===== src/rtl/pipe_if_fetch_pkg.sv =====
// Shared definitions for the instruction-fetch stage: FSM states, pcsource codes,
// reset constants and the redirect-target selector.
package pipe_if_fetch_pkg;

    typedef enum logic [1:0] {
        IF_IDLE  = 2'b00,
        IF_FETCH = 2'b01,
        IF_HOLD  = 2'b10
    } if_state_e;

    localparam logic [1:0] PCSRC_PC4 = 2'b00;
    localparam logic [1:0] PCSRC_BPC = 2'b01;
    localparam logic [1:0] PCSRC_DA  = 2'b10;
    localparam logic [1:0] PCSRC_JPC = 2'b11;

    localparam logic [31:0] DEF_RESET_PC = 32'h0000_0000;
    localparam logic [31:0] DEF_NOP_INST = 32'h0000_0000;

    // Only meaningful for the three redirecting codes; PC4 never reaches the PC.
    function automatic logic [31:0] redirect_target(
        input logic [1:0]  sel,
        input logic [31:0] bpc,
        input logic [31:0] da,
        input logic [31:0] jpc
    );
        logic [31:0] t;
        case (sel)
            PCSRC_BPC: t = bpc;
            PCSRC_DA:  t = da;
            PCSRC_JPC: t = jpc;
            default:   t = 32'h0000_0000;
        endcase
        return t;
    endfunction

endpackage


===== src/rtl/pipe_if_fetch_if.sv =====
// Instruction-memory request/acknowledge bus between the fetch stage and imem.
interface pipe_if_fetch_if;

    logic        req;
    logic [31:0] addr;
    logic        ack;
    logic [31:0] rdata;

    modport master (
        output req,
        output addr,
        input  ack,
        input  rdata
    );

    modport slave (
        input  req,
        input  addr,
        output ack,
        output rdata
    );

endinterface


===== src/rtl/pipe_if_fetch_skid.sv =====
// One-entry instruction + pc4 buffer catching an ack that ID cannot accept.
module pipe_if_fetch_skid (
    input  logic        clock,
    input  logic        resetn,
    input  logic        i_load,
    input  logic        i_drain,
    input  logic [31:0] i_inst,
    input  logic [31:0] i_pc4,
    output logic        o_valid,
    output logic [31:0] o_inst,
    output logic [31:0] o_pc4
);

    logic        r_valid;
    logic [31:0] r_inst;
    logic [31:0] r_pc4;

    // Skid storage: load and drain never coincide because req is low while holding.
    always_ff @(posedge clock or negedge resetn) begin
        if (!resetn) begin
            r_valid <= 1'b0;
            r_inst  <= 32'h0000_0000;
            r_pc4   <= 32'h0000_0000;
        end else if (i_load) begin
            r_valid <= 1'b1;
            r_inst  <= i_inst;
            r_pc4   <= i_pc4;
        end else if (i_drain) begin
            r_valid <= 1'b0;
        end else begin
            r_valid <= r_valid;
        end
    end

    assign o_valid = r_valid;
    assign o_inst  = r_inst;
    assign o_pc4   = r_pc4;

endmodule


===== src/rtl/pipe_if_fetch.sv =====
// Instruction-fetch stage and IF/ID register with one branch delay slot.
// Optional perf_fetch/perf_stall counters exist when IF_FETCH_PERF_EN is defined.
module pipe_if_fetch
    import pipe_if_fetch_pkg::*;
#(
    parameter logic [31:0] RESET_PC = DEF_RESET_PC,
    parameter logic [31:0] NOP_INST = DEF_NOP_INST
) (
    input  logic               clock,
    input  logic               resetn,
    pipe_if_fetch_if.master    imem,
    input  logic               nostall,
    input  logic [1:0]         pcsource,
    input  logic [31:0]        bpc,
    input  logic [31:0]        da,
    input  logic [31:0]        jpc,
    output logic [31:0]        pc,
    output logic [31:0]        d_inst,
    output logic [31:0]        d_pc4,
    output logic               d_valid
`ifdef IF_FETCH_PERF_EN
    ,
    output logic [31:0]        perf_fetch,
    output logic [31:0]        perf_stall
`endif
);

    if_state_e   r_state;
    if_state_e   w_state_nx;
    logic [31:0] r_pc;
    logic [31:0] w_pc_nx;
    logic [31:0] r_redir_pc;
    logic [31:0] w_redir_pc_nx;
    logic        r_redir_pend;
    logic        w_redir_pend_nx;
    logic [31:0] r_d_inst;
    logic [31:0] w_d_inst_nx;
    logic [31:0] r_d_pc4;
    logic [31:0] w_d_pc4_nx;
    logic        r_d_valid;
    logic        w_d_valid_nx;

    logic        w_fetching;
    logic        w_ack;
    logic        w_redir;
    logic        w_ifid_free;
    logic        w_skid_load;
    logic        w_skid_drain;
    logic        w_skid_valid;
    logic [31:0] w_target;
    logic [31:0] w_pc_plus4;
    logic [31:0] w_skid_inst;
    logic [31:0] w_skid_pc4;

    assign w_fetching   = (r_state == IF_FETCH);
    assign w_ack        = w_fetching & imem.ack;
    assign w_pc_plus4   = r_pc + 32'd4;
    assign w_redir      = r_d_valid & nostall & (pcsource != PCSRC_PC4);
    assign w_target     = redirect_target(pcsource, bpc, da, jpc);
    assign w_ifid_free  = ~r_d_valid | nostall;
    assign w_skid_load  = w_ack & ~w_ifid_free;
    assign w_skid_drain = (r_state == IF_HOLD) & nostall;

    pipe_if_fetch_skid u_skid (
        .clock   (clock),
        .resetn  (resetn),
        .i_load  (w_skid_load),
        .i_drain (w_skid_drain),
        .i_inst  (imem.rdata),
        .i_pc4   (w_pc_plus4),
        .o_valid (w_skid_valid),
        .o_inst  (w_skid_inst),
        .o_pc4   (w_skid_pc4)
    );

    // FSM state register.
    always_ff @(posedge clock or negedge resetn) begin
        if (!resetn) begin
            r_state <= IF_IDLE;
        end else begin
            r_state <= w_state_nx;
        end
    end

    // FSM next state: park in HOLD while the skid carries an unaccepted instruction.
    always_comb begin
        w_state_nx = r_state;
        case (r_state)
            IF_IDLE:  w_state_nx = IF_FETCH;
            IF_FETCH: begin
                if (w_skid_load) begin
                    w_state_nx = IF_HOLD;
                end else begin
                    w_state_nx = IF_FETCH;
                end
            end
            IF_HOLD: begin
                if (nostall) begin
                    w_state_nx = IF_FETCH;
                end else begin
                    w_state_nx = IF_HOLD;
                end
            end
            default:  w_state_nx = IF_IDLE;
        endcase
    end

    // PC and deferred-redirect next state.
    always_comb begin
        w_pc_nx         = r_pc;
        w_redir_pc_nx   = r_redir_pc;
        w_redir_pend_nx = r_redir_pend;
        if (w_ack) begin
            // The arriving word is the delay slot when a redirect is taken or pending.
            if (w_redir) begin
                w_pc_nx = w_target;
            end else if (r_redir_pend) begin
                w_pc_nx = r_redir_pc;
            end else begin
                w_pc_nx = w_pc_plus4;
            end
            w_redir_pend_nx = 1'b0;
        end else if (w_redir) begin
            if (w_fetching) begin
                // Slot still in flight: its ack must advance to the target instead.
                w_redir_pc_nx   = w_target;
                w_redir_pend_nx = 1'b1;
            end else begin
                w_pc_nx = w_target;
            end
        end else begin
            w_pc_nx = r_pc;
        end
    end

    // IF/ID next state: fetch ack, skid drain, bubble on consume, or hold on stall.
    always_comb begin
        w_d_inst_nx  = r_d_inst;
        w_d_pc4_nx   = r_d_pc4;
        w_d_valid_nx = r_d_valid;
        if (w_ack && w_ifid_free) begin
            w_d_inst_nx  = imem.rdata;
            w_d_pc4_nx   = w_pc_plus4;
            w_d_valid_nx = 1'b1;
        end else if (w_skid_drain && w_skid_valid) begin
            w_d_inst_nx  = w_skid_inst;
            w_d_pc4_nx   = w_skid_pc4;
            w_d_valid_nx = 1'b1;
        end else if (nostall) begin
            w_d_inst_nx  = NOP_INST;
            w_d_valid_nx = 1'b0;
        end else begin
            w_d_valid_nx = r_d_valid;
        end
    end

    // PC, redirect and IF/ID registers.
    always_ff @(posedge clock or negedge resetn) begin
        if (!resetn) begin
            r_pc         <= RESET_PC;
            r_redir_pc   <= 32'h0000_0000;
            r_redir_pend <= 1'b0;
            r_d_inst     <= NOP_INST;
            r_d_pc4      <= 32'h0000_0000;
            r_d_valid    <= 1'b0;
        end else begin
            r_pc         <= w_pc_nx;
            r_redir_pc   <= w_redir_pc_nx;
            r_redir_pend <= w_redir_pend_nx;
            r_d_inst     <= w_d_inst_nx;
            r_d_pc4      <= w_d_pc4_nx;
            r_d_valid    <= w_d_valid_nx;
        end
    end

    assign imem.req  = w_fetching;
    assign imem.addr = r_pc;
    assign pc        = r_pc;
    assign d_inst    = r_d_inst;
    assign d_pc4     = r_d_pc4;
    assign d_valid   = r_d_valid;

`ifdef IF_FETCH_PERF_EN
    logic [31:0] r_perf_fetch;
    logic [31:0] r_perf_stall;

    // Completed-fetch and ID-stall counters, free-running modulo 2^32.
    always_ff @(posedge clock or negedge resetn) begin
        if (!resetn) begin
            r_perf_fetch <= 32'h0000_0000;
            r_perf_stall <= 32'h0000_0000;
        end else begin
            r_perf_fetch <= r_perf_fetch + {31'd0, w_ack};
            r_perf_stall <= r_perf_stall + {31'd0, r_d_valid & ~nostall};
        end
    end

    assign perf_fetch = r_perf_fetch;
    assign perf_stall = r_perf_stall;
`endif

endmodule


===== src/flat_wrapper.sv =====
// flat-port wrapper written by rule: the top's interface ports become plain ports
module pipe_if_fetch_flat import pipe_if_fetch_pkg::*;
#(
    parameter logic [31:0] RESET_PC = DEF_RESET_PC,
    parameter logic [31:0] NOP_INST = DEF_NOP_INST
)
  (clock, resetn, nostall, pcsource, bpc, da, jpc, pc, d_inst, d_pc4, d_valid, imem_req, imem_addr, imem_ack, imem_rdata);
  pipe_if_fetch_if imem_i ();
  input  logic clock;
  input  logic resetn;
  input  logic nostall;
  input  logic [1:0] pcsource;
  input  logic [31:0] bpc;
  input  logic [31:0] da;
  input  logic [31:0] jpc;
  output logic [31:0] pc;
  output logic [31:0] d_inst;
  output logic [31:0] d_pc4;
  output logic d_valid;
  output wire logic [$bits(imem_i.req)-1:0] imem_req;
  output wire logic [$bits(imem_i.addr)-1:0] imem_addr;
  input wire logic [$bits(imem_i.ack)-1:0] imem_ack;
  input wire logic [$bits(imem_i.rdata)-1:0] imem_rdata;
  assign imem_req = imem_i.req;
  assign imem_addr = imem_i.addr;
  assign imem_i.ack = imem_ack;
  assign imem_i.rdata = imem_rdata;
  pipe_if_fetch #(.RESET_PC(RESET_PC), .NOP_INST(NOP_INST)) u_core (.clock(clock), .resetn(resetn), .imem(imem_i), .nostall(nostall), .pcsource(pcsource), .bpc(bpc), .da(da), .jpc(jpc), .pc(pc), .d_inst(d_inst), .d_pc4(d_pc4), .d_valid(d_valid));
endmodule

===== config.mk =====
export PLATFORM = sky130hd
export DESIGN_NAME = pipe_if_fetch_flat
export DESIGN_NICKNAME = d
export VERILOG_FILES = /design/src/rtl/pipe_if_fetch_pkg.sv /design/src/rtl/pipe_if_fetch_if.sv /design/src/rtl/pipe_if_fetch_skid.sv /design/src/rtl/pipe_if_fetch.sv /design/src/flat_wrapper.sv
export SDC_FILE = /design/constraint.sdc
export NUM_CORES = 1
export LEC_CHECK = 0
export ABC_AREA = 1
export CAP_MARGIN = 20
export CORE_MARGIN = 2
export CORE_UTILIZATION = 45
export CTS_BUF_LIST = sky130_fd_sc_hd__clkbuf_16
export DETAILED_ROUTE_END_ITERATION = 10
export MAX_ROUTING_LAYER = met4
export PLACE_DENSITY = 0.8
export SETUP_SLACK_MARGIN = 0.5
export SKIP_LAST_GASP = 1
export SYNTH_ARGS = -nofsm -noshare
export SYNTH_HDL_FRONTEND = slang
export SYNTH_SLANG_ARGS = --single-unit

===== constraint.sdc =====
create_clock -name clock -period 1.9 [get_ports clock]
set_clock_uncertainty 0.05 [all_clocks]
set_input_delay 0.475 -clock clock [delete_from_list [all_inputs] [get_ports clock]]
set_output_delay 0.475 -clock clock [all_outputs]
set_load 0.05 [all_outputs]

Word level (Yosys, flattened, before mapping)
Index checks and enable logic that the tools add are counted.
{"block": "totals", "mem_count": 0, "ff_bits": 197, "out_inout_bits": 130, "latch_bits": 0, "ramBits": 0, "wordCells": 60, "romBits": 0, "input_bits": 134}
{"block": "op_classes", "n_eq_ne": 6, "bitwise_logic": 9, "magnitude_cmp": 0, "mul": 0, "muxes": 22, "reduce_logical": 12, "div": 0, "shift": 0, "add_sub_neg": 1}
{"op": "two-way mux 32 bit", "count": 10}
{"op": "one-hot mux 32 bit (3 select lines)", "count": 1}
{"op": "adder 32 x 3 -> 32 bit, second input constant", "count": 1}
{"op": "nonzero test 2 bit", "count": 5}
{"op": "two-way mux 1 bit", "count": 8}
{"op": "equality test 2 bit, second input constant", "count": 3}
{"op": "one-hot mux 2 bit (3 select lines)", "count": 1}
{"op": "AND 1 bit", "count": 5}
{"op": "equality test 2 x 1 -> 1 bit, second input constant", "count": 2}
{"op": "two-way mux 2 bit", "count": 2}
{"op": "AND reduction 2 bit", "count": 2}
{"op": "inverter 1 bit", "count": 3}
{"op": "AND reduction 3 bit", "count": 1}
{"op": "nonzero test 3 bit", "count": 1}
{"op": "logical AND 1 bit", "count": 2}
{"op": "zero test 2 bit", "count": 1}
{"op": "inequality test 2 bit, second input constant", "count": 1}
{"op": "OR 1 bit", "count": 1}

Depth between registers and ports, before layout
{"block": "depth", "depth_word": 6, "ltp_mapped": 10, "depth_no_buf": 10}

Cells and area by module
A second synthesis with hierarchy kept.
{"block": "hier_totals", "hier_cells": 1445, "area_unflattened_um2": 10387.5}
{"module": "pipe_if_fetch", "n_inst": 1, "seq_area_each_um2": 3303.2, "area_per_inst_um2": 7872.6, "cells_each": 1170}
{"module": "pipe_if_fetch_skid", "n_inst": 1, "seq_area_each_um2": 1626.6, "area_per_inst_um2": 2514.9, "cells_each": 275}

Least setup slack after synthesis
No wires, ideal clock.
{"block": "synth_path", "path_kind": "reg2reg", "from": "register u_core.r_pc[2] (netlist: u_core.imem.addr[2])", "to": "register u_core.r_pc[16] (netlist: u_core.imem.addr[16])", "arrival_ps": 1825, "required_ps": 1724, "path_stages_with_launch": 9, "path_buffers": 0, "synth_period_minus_slack_ps": 2000, "path_slack_ps": -100, "setup_ps": 126, "path_cell_list": "dfrtp_1 > ha_1 > nand3_1 > nor2_1 > nand3_1 > nand2_1 > nand2_1 > o21ai_0 > a21oi_1"}
{"block": "synth_via", "elab_chain_cells": 4}
{"item": "from (decl)", "line": "pipe_if_fetch.sv:30", "text": "logic [31:0] r_pc;"}
{"item": "from (signal assigned)", "line": "pipe_if_fetch.sv:167", "text": "r_pc <= w_pc_nx;"}
{"item": "adder 32 x 3 -> 32 bit", "line": "pipe_if_fetch.sv:57", "text": "assign w_pc_plus4 = r_pc + 32'd4;"}
{"item": "two-way mux 32 bit", "line": "pipe_if_fetch.sv:117", "text": "end else if (r_redir_pend) begin"}
{"item": "two-way mux 32 bit", "line": "pipe_if_fetch.sv:115", "text": "if (w_redir) begin"}
{"item": "two-way mux 32 bit", "line": "pipe_if_fetch.sv:113", "text": "if (w_ack) begin"}
Every way passes these cells.
A chain may end at the register's enable or synchronous reset.

Worst setup path after layout
{"block": "layout_path", "from": "register u_core.r_state[1]", "to": "register u_core.r_pc[8] (netlist: u_core.imem.addr[8])"}
{"block": "layout_via", "elab_chain_cells": 4, "elab_cells_between_ends": 6, "cone_classes": "eq/ne (2); mux (1); bitwise (1); reduce/logical (2)"}
{"item": "from (decl)", "line": "pipe_if_fetch.sv:28", "text": "if_state_e r_state;"}
{"item": "from (signal assigned)", "line": "pipe_if_fetch.sv:81", "text": "r_state <= w_state_nx;"}
{"item": "equality test 2 x 1 -> 1 bit (*)", "line": "pipe_if_fetch.sv:55", "text": "assign w_fetching = (r_state == IF_FETCH);"}
{"item": "AND 1 bit", "line": "pipe_if_fetch.sv:56", "text": "assign w_ack = w_fetching & imem.ack;"}
{"item": "inequality test 2 bit (no line) or nonzero test 2 bit (tied branches)"}
{"item": "AND reduction 2 bit (no line)"}
Mark *: on every way between the ends. The rest lies on a longest branch, timed or not.

==> results.py <==
metrics = {
    "pwr": {
        "power.internal_mw": 15.5,
        "powerDensity_nw_per_um2": 1620,
        "seqPwrFrac_pct": 26.2,
        "p_switching_mw": 14.6,
        "peakVddDrop_uv": 1060,
        "leakage_nw": 8.75,
        "pwr-share-clk_pct": 12.8,
        "power_frac_comb_pct": 61.0,
        "swShare_pct": 48.4,
    },
    "detailed_routing": {
        "wirelength_um": 50800,
        "via_count": 13000,
        "wl_met1_um": 16600,
        "vias_per_cell": 6.09,
        "top_layer": "met4",
        "ant_nets": 0,
        "drc": 0,
        "routedWlPerCell_um": 23.8,
        "first_pass_iters": 6,
        "wl_met3_um": 5380,
        "wl_met2_um": 24400,
        "drtIter0Drc": 1803,
    },
    "setup_path": {
        "cp_slowest_cell": "dfrtp_1",
        "critical_path_required_ps": 2210,
        "worst_setup_path_start_kind": "register",
        "critPathArrivalTime_ps": 2340,
        "rrSetupSlack_ps": -130,
        "worst_r2r_path_depth": 10,
        "reg2reg_from": "u_core.r_state[1]$_DFF_PN0_",
        "cp_cell_sequence": "inv_2, nand2_4, buf_6, nor2_4, buf_6, nand2_8, buf_12, a21oi_2, o21ai_0, a21oi_1",
        "timing.rr.end": "u_core.imem.addr[8]$_DFFE_PN0P_",
        "critPathMostFrequentCell": "buf_6",
        "critical_path_depth": 10,
        "end_kind": "register",
        "path_max_fanout": 8,
        "cp_num_buf_inv": 4,
        "max_stage_delay_ps": 430,
        "path_delay_family": "buffers and inverters",
        "worstSetupPathType": "reg -> reg",
    },
    "synth": {
        "muxShareOfSynthArea_pct": 0,
        "yosys.area_share.simple_pct": 26.0,
        "synthAdderAreaFrac_pct": 0.122,
        "synth_top_family_by_area": "simple AND/OR/NAND/NOR gates",
        "netlist_top_cells_count": "516 x nand2_1, 197 x dfrtp_1, 142 x inv_1",
        "synth_most_common_cell": "nand2_1",
        "netlist_instances": 1382,
        "synth_xor_area_share_pct": 0.599,
        "synth_top_area_cell": "dfrtp_1",
        "yosysTopAreaCellShare_pct": 48.2,
        "yosys_warnings": 0,
        "synth_edf_count": 0,
        "synth_nets": 1517,
        "avgSynthCellArea_um2": 7.41,
        "synth_compound_area_share_pct": 13.9,
        "ys_seq_area_share_pct": 48.2,
        "syn_area_um2": 10200,
        "synthDistinctLibCells": 27,
        "synth_area_leaders": "dfrtp_1 48%, nand2_1 19%, inv_1 5.2%, o211ai_1 4.6%, o21ai_0 4.5%",
        "ys_async_sr_fraction_pct": 100,
        "ys_ff_latch": 197,
        "synth_ff_type": "dfrtp_1",
    },
    "sta": {
        "finalMaxSlewViolations": 0,
        "rsz0062_at_grt": "true",
        "maxSlewHeadroom_pct": 61.3,
        "period_needed_ps": 2030,
        "fin_ws_ps": -132,
        "tightest_slew_ps": 576,
        "hold_viol_final": 0,
        "period_share_pct": 107,
        "finalSetupViolations": 100,
        "fmax_ghz": 0.492,
    },
    "cts": {
        "clk_pin_slew_ps": 90,
        "cts_tree": "built",
        "clock_latency_ps": 460,
        "root_buffer": "clkbuf_16",
        "cts_sinks": 197,
        "cts_buffers": 17,
        "clockBufferDepth": 2,
        "htreeDepth": 4,
    },
    "die": {
        "core-area_um2": 22500,
        "fp.dieW_um": 155,
        "start_util_pct": 45.5,
        "dieArea_um2": 24000,
        "die_y_um": 155,
        "num_rows": 55,
        "io_pins": 264,
    },
    "worst_hold_path": {
        "holdPathEnd": "u_core.r_redir_pc[1]$_DFFE_PN0P_",
        "holdCritStartpoint": "u_core.r_redir_pc[1]$_DFFE_PN0P_",
        "hold_depth": 2,
        "worstHoldPathType": "reg -> reg",
    },
    "status": {
        "violations": "setup timing",
        "status": "finished, violations left",
    },
    "global_route": {
        "overflow": 0,
        "grt_max_degree": 47,
        "grt_pass1_wl_um": 59600,
        "grt_pass1_vias": 11300,
        "grtUsageTotal_pct": 32.6,
        "antenna_found_initial": 0,
    },
    "final_layout": {
        "stdcell_count": 2130,
        "multi_input_area_um2": 5550,
        "final_area_um2": 18600,
        "area_growth_pct": 82.1,
        "n_antenna_cell": 0,
        "nets": 1967,
        "regArea_um2": 4990,
        "drive_above_1_share_pct": 41.0,
        "fillCellCount": 1099,
    },
    "place": {
        "io_buffers": 263,
        "hpwl_um": 22500,
        "gp_congestion": 0.888,
        "post-place-ws_ps": -260,
        "dpl-instance-area_um2": 14100,
        "placed_cells": 1892,
    },
    "run": {
        "cap_violations": 0,
    },
}
worst max-delay path by stage:
stage | startpoint | slack [ps] | to
floorplan | u_core.imem.addr[2]$_DFFE_PN0P_ | 250 | u_core.d_pc4[22]$_DFFE_PN0P_
global placement | nostall | -220 | u_core.r_redir_pc[31]$_DFFE_PN0P_
detailed placement | imem_ack | -260 | u_core.u_skid.o_pc4[23]$_DFFE_PN0P_
CTS | u_core.r_state[1]$_DFF_PN0_ | 110 | imem_req
global route | u_core.imem.addr[7]$_DFFE_PN0P_ | -180 | u_core.imem.addr[29]$_DFFE_PN0P_
finish | u_core.r_state[1]$_DFF_PN0_ | -130 | u_core.imem.addr[8]$_DFFE_PN0P_
final cells by class:
cell class | instances | share of cell area (%)
repair buffers | 529 | 34.8
multi-input cells | 932 | 29.8
flip-flops and latches | 197 | 26.8
inverters | 155 | 3.42
clock buffers | 17 | 2.28
well taps | 285 | 1.91
clock inverters | 15 | 1.01
cells by family (layout without fill, tap and decap cells):
group	Yosys count	in the layout
AND/OR/NAND/NOR	679	679
flip-flops	197	197
adder cells (fa/ha/maj)	1	1
XOR/XNOR	7	7
buffers and inverters	253	716
AO/OA/AOI/OAI	245	245
worst register-to-register path: stages (launching register included):
cell and delay, ps:
dfrtp_1 430, inv_2 110, nand2_4 50, buf_6 120, nor2_4 220, buf_6 160, nand2_8 100, buf_12 200
a21oi_2 100, o21ai_0 130, a21oi_1 270
metrics by stage:
step	hold slack [ps]	setup TNS [ps]	util [%]	power, mW
final	440	-4120	82.8	30.1
after global routing	470	-6510	82.8	30.9
after CTS	436	0	74.5	26.5
after detailed placement	391	-34650	62.4	20.3
after global placement	388	-29440	62.4	20.0
after floorplan	129	0	-	15.4
cell usage in the layout, fill, tap and decap left out, types with 63 or more instances in the layout:
master	count
buf_12	77
buf_4	154
buf_6	119
clkdlybuf4s50_1	129
dfrtp_1	165
inv_1	128
nand2_1	370
nand2_2	84
nand3_1	63
o211ai_1	63
state kept, by name, indices dropped and copies added (netlist names), 2 cells and up:
register / count
u_core.d_inst: 32
u_core.u_skid.o_pc4: 32
u_core.u_skid.o_inst: 32
u_core.imem.addr: 32
u_core.r_state: 2
u_core.r_redir_pc: 32
u_core.d_pc4: 32
per-layer routing:
metal	vias up	track usage (%)
li1	5260	-
met1	6123	39.0
met2	1169	55.6
met3	423	5.07
met4	0	12.7
met5	-	-
power by group through the flow:
stage | clock [mW] | sequential, mW | combinational, mW
after detailed placement | 0 | 7.80 | 12.5
after global routing | 3.99 | 7.96 | 19.0
final | 3.87 | 7.90 | 18.4
after CTS | 3.70 | 7.62 | 15.2
after floorplan | 0 | 9.82 | 5.61
after global placement | 0 | 7.73 | 12.2
what timing repair did:
| item | 4_1_cts | 5_1_grt |
|---|---|---|
| setup buffers | 107 | 59 |
| hold buffers | 1 | 0 |
| pin swaps | 27 | 52 |
| gates resized for setup | 189 | 279 |
| cloned | 20 | 19 |
| hold endpoints to repair | 34 | 0 |
| endpoints found under the setup margin | 325 | 326 |
Power figures use the tool's default switching activity.
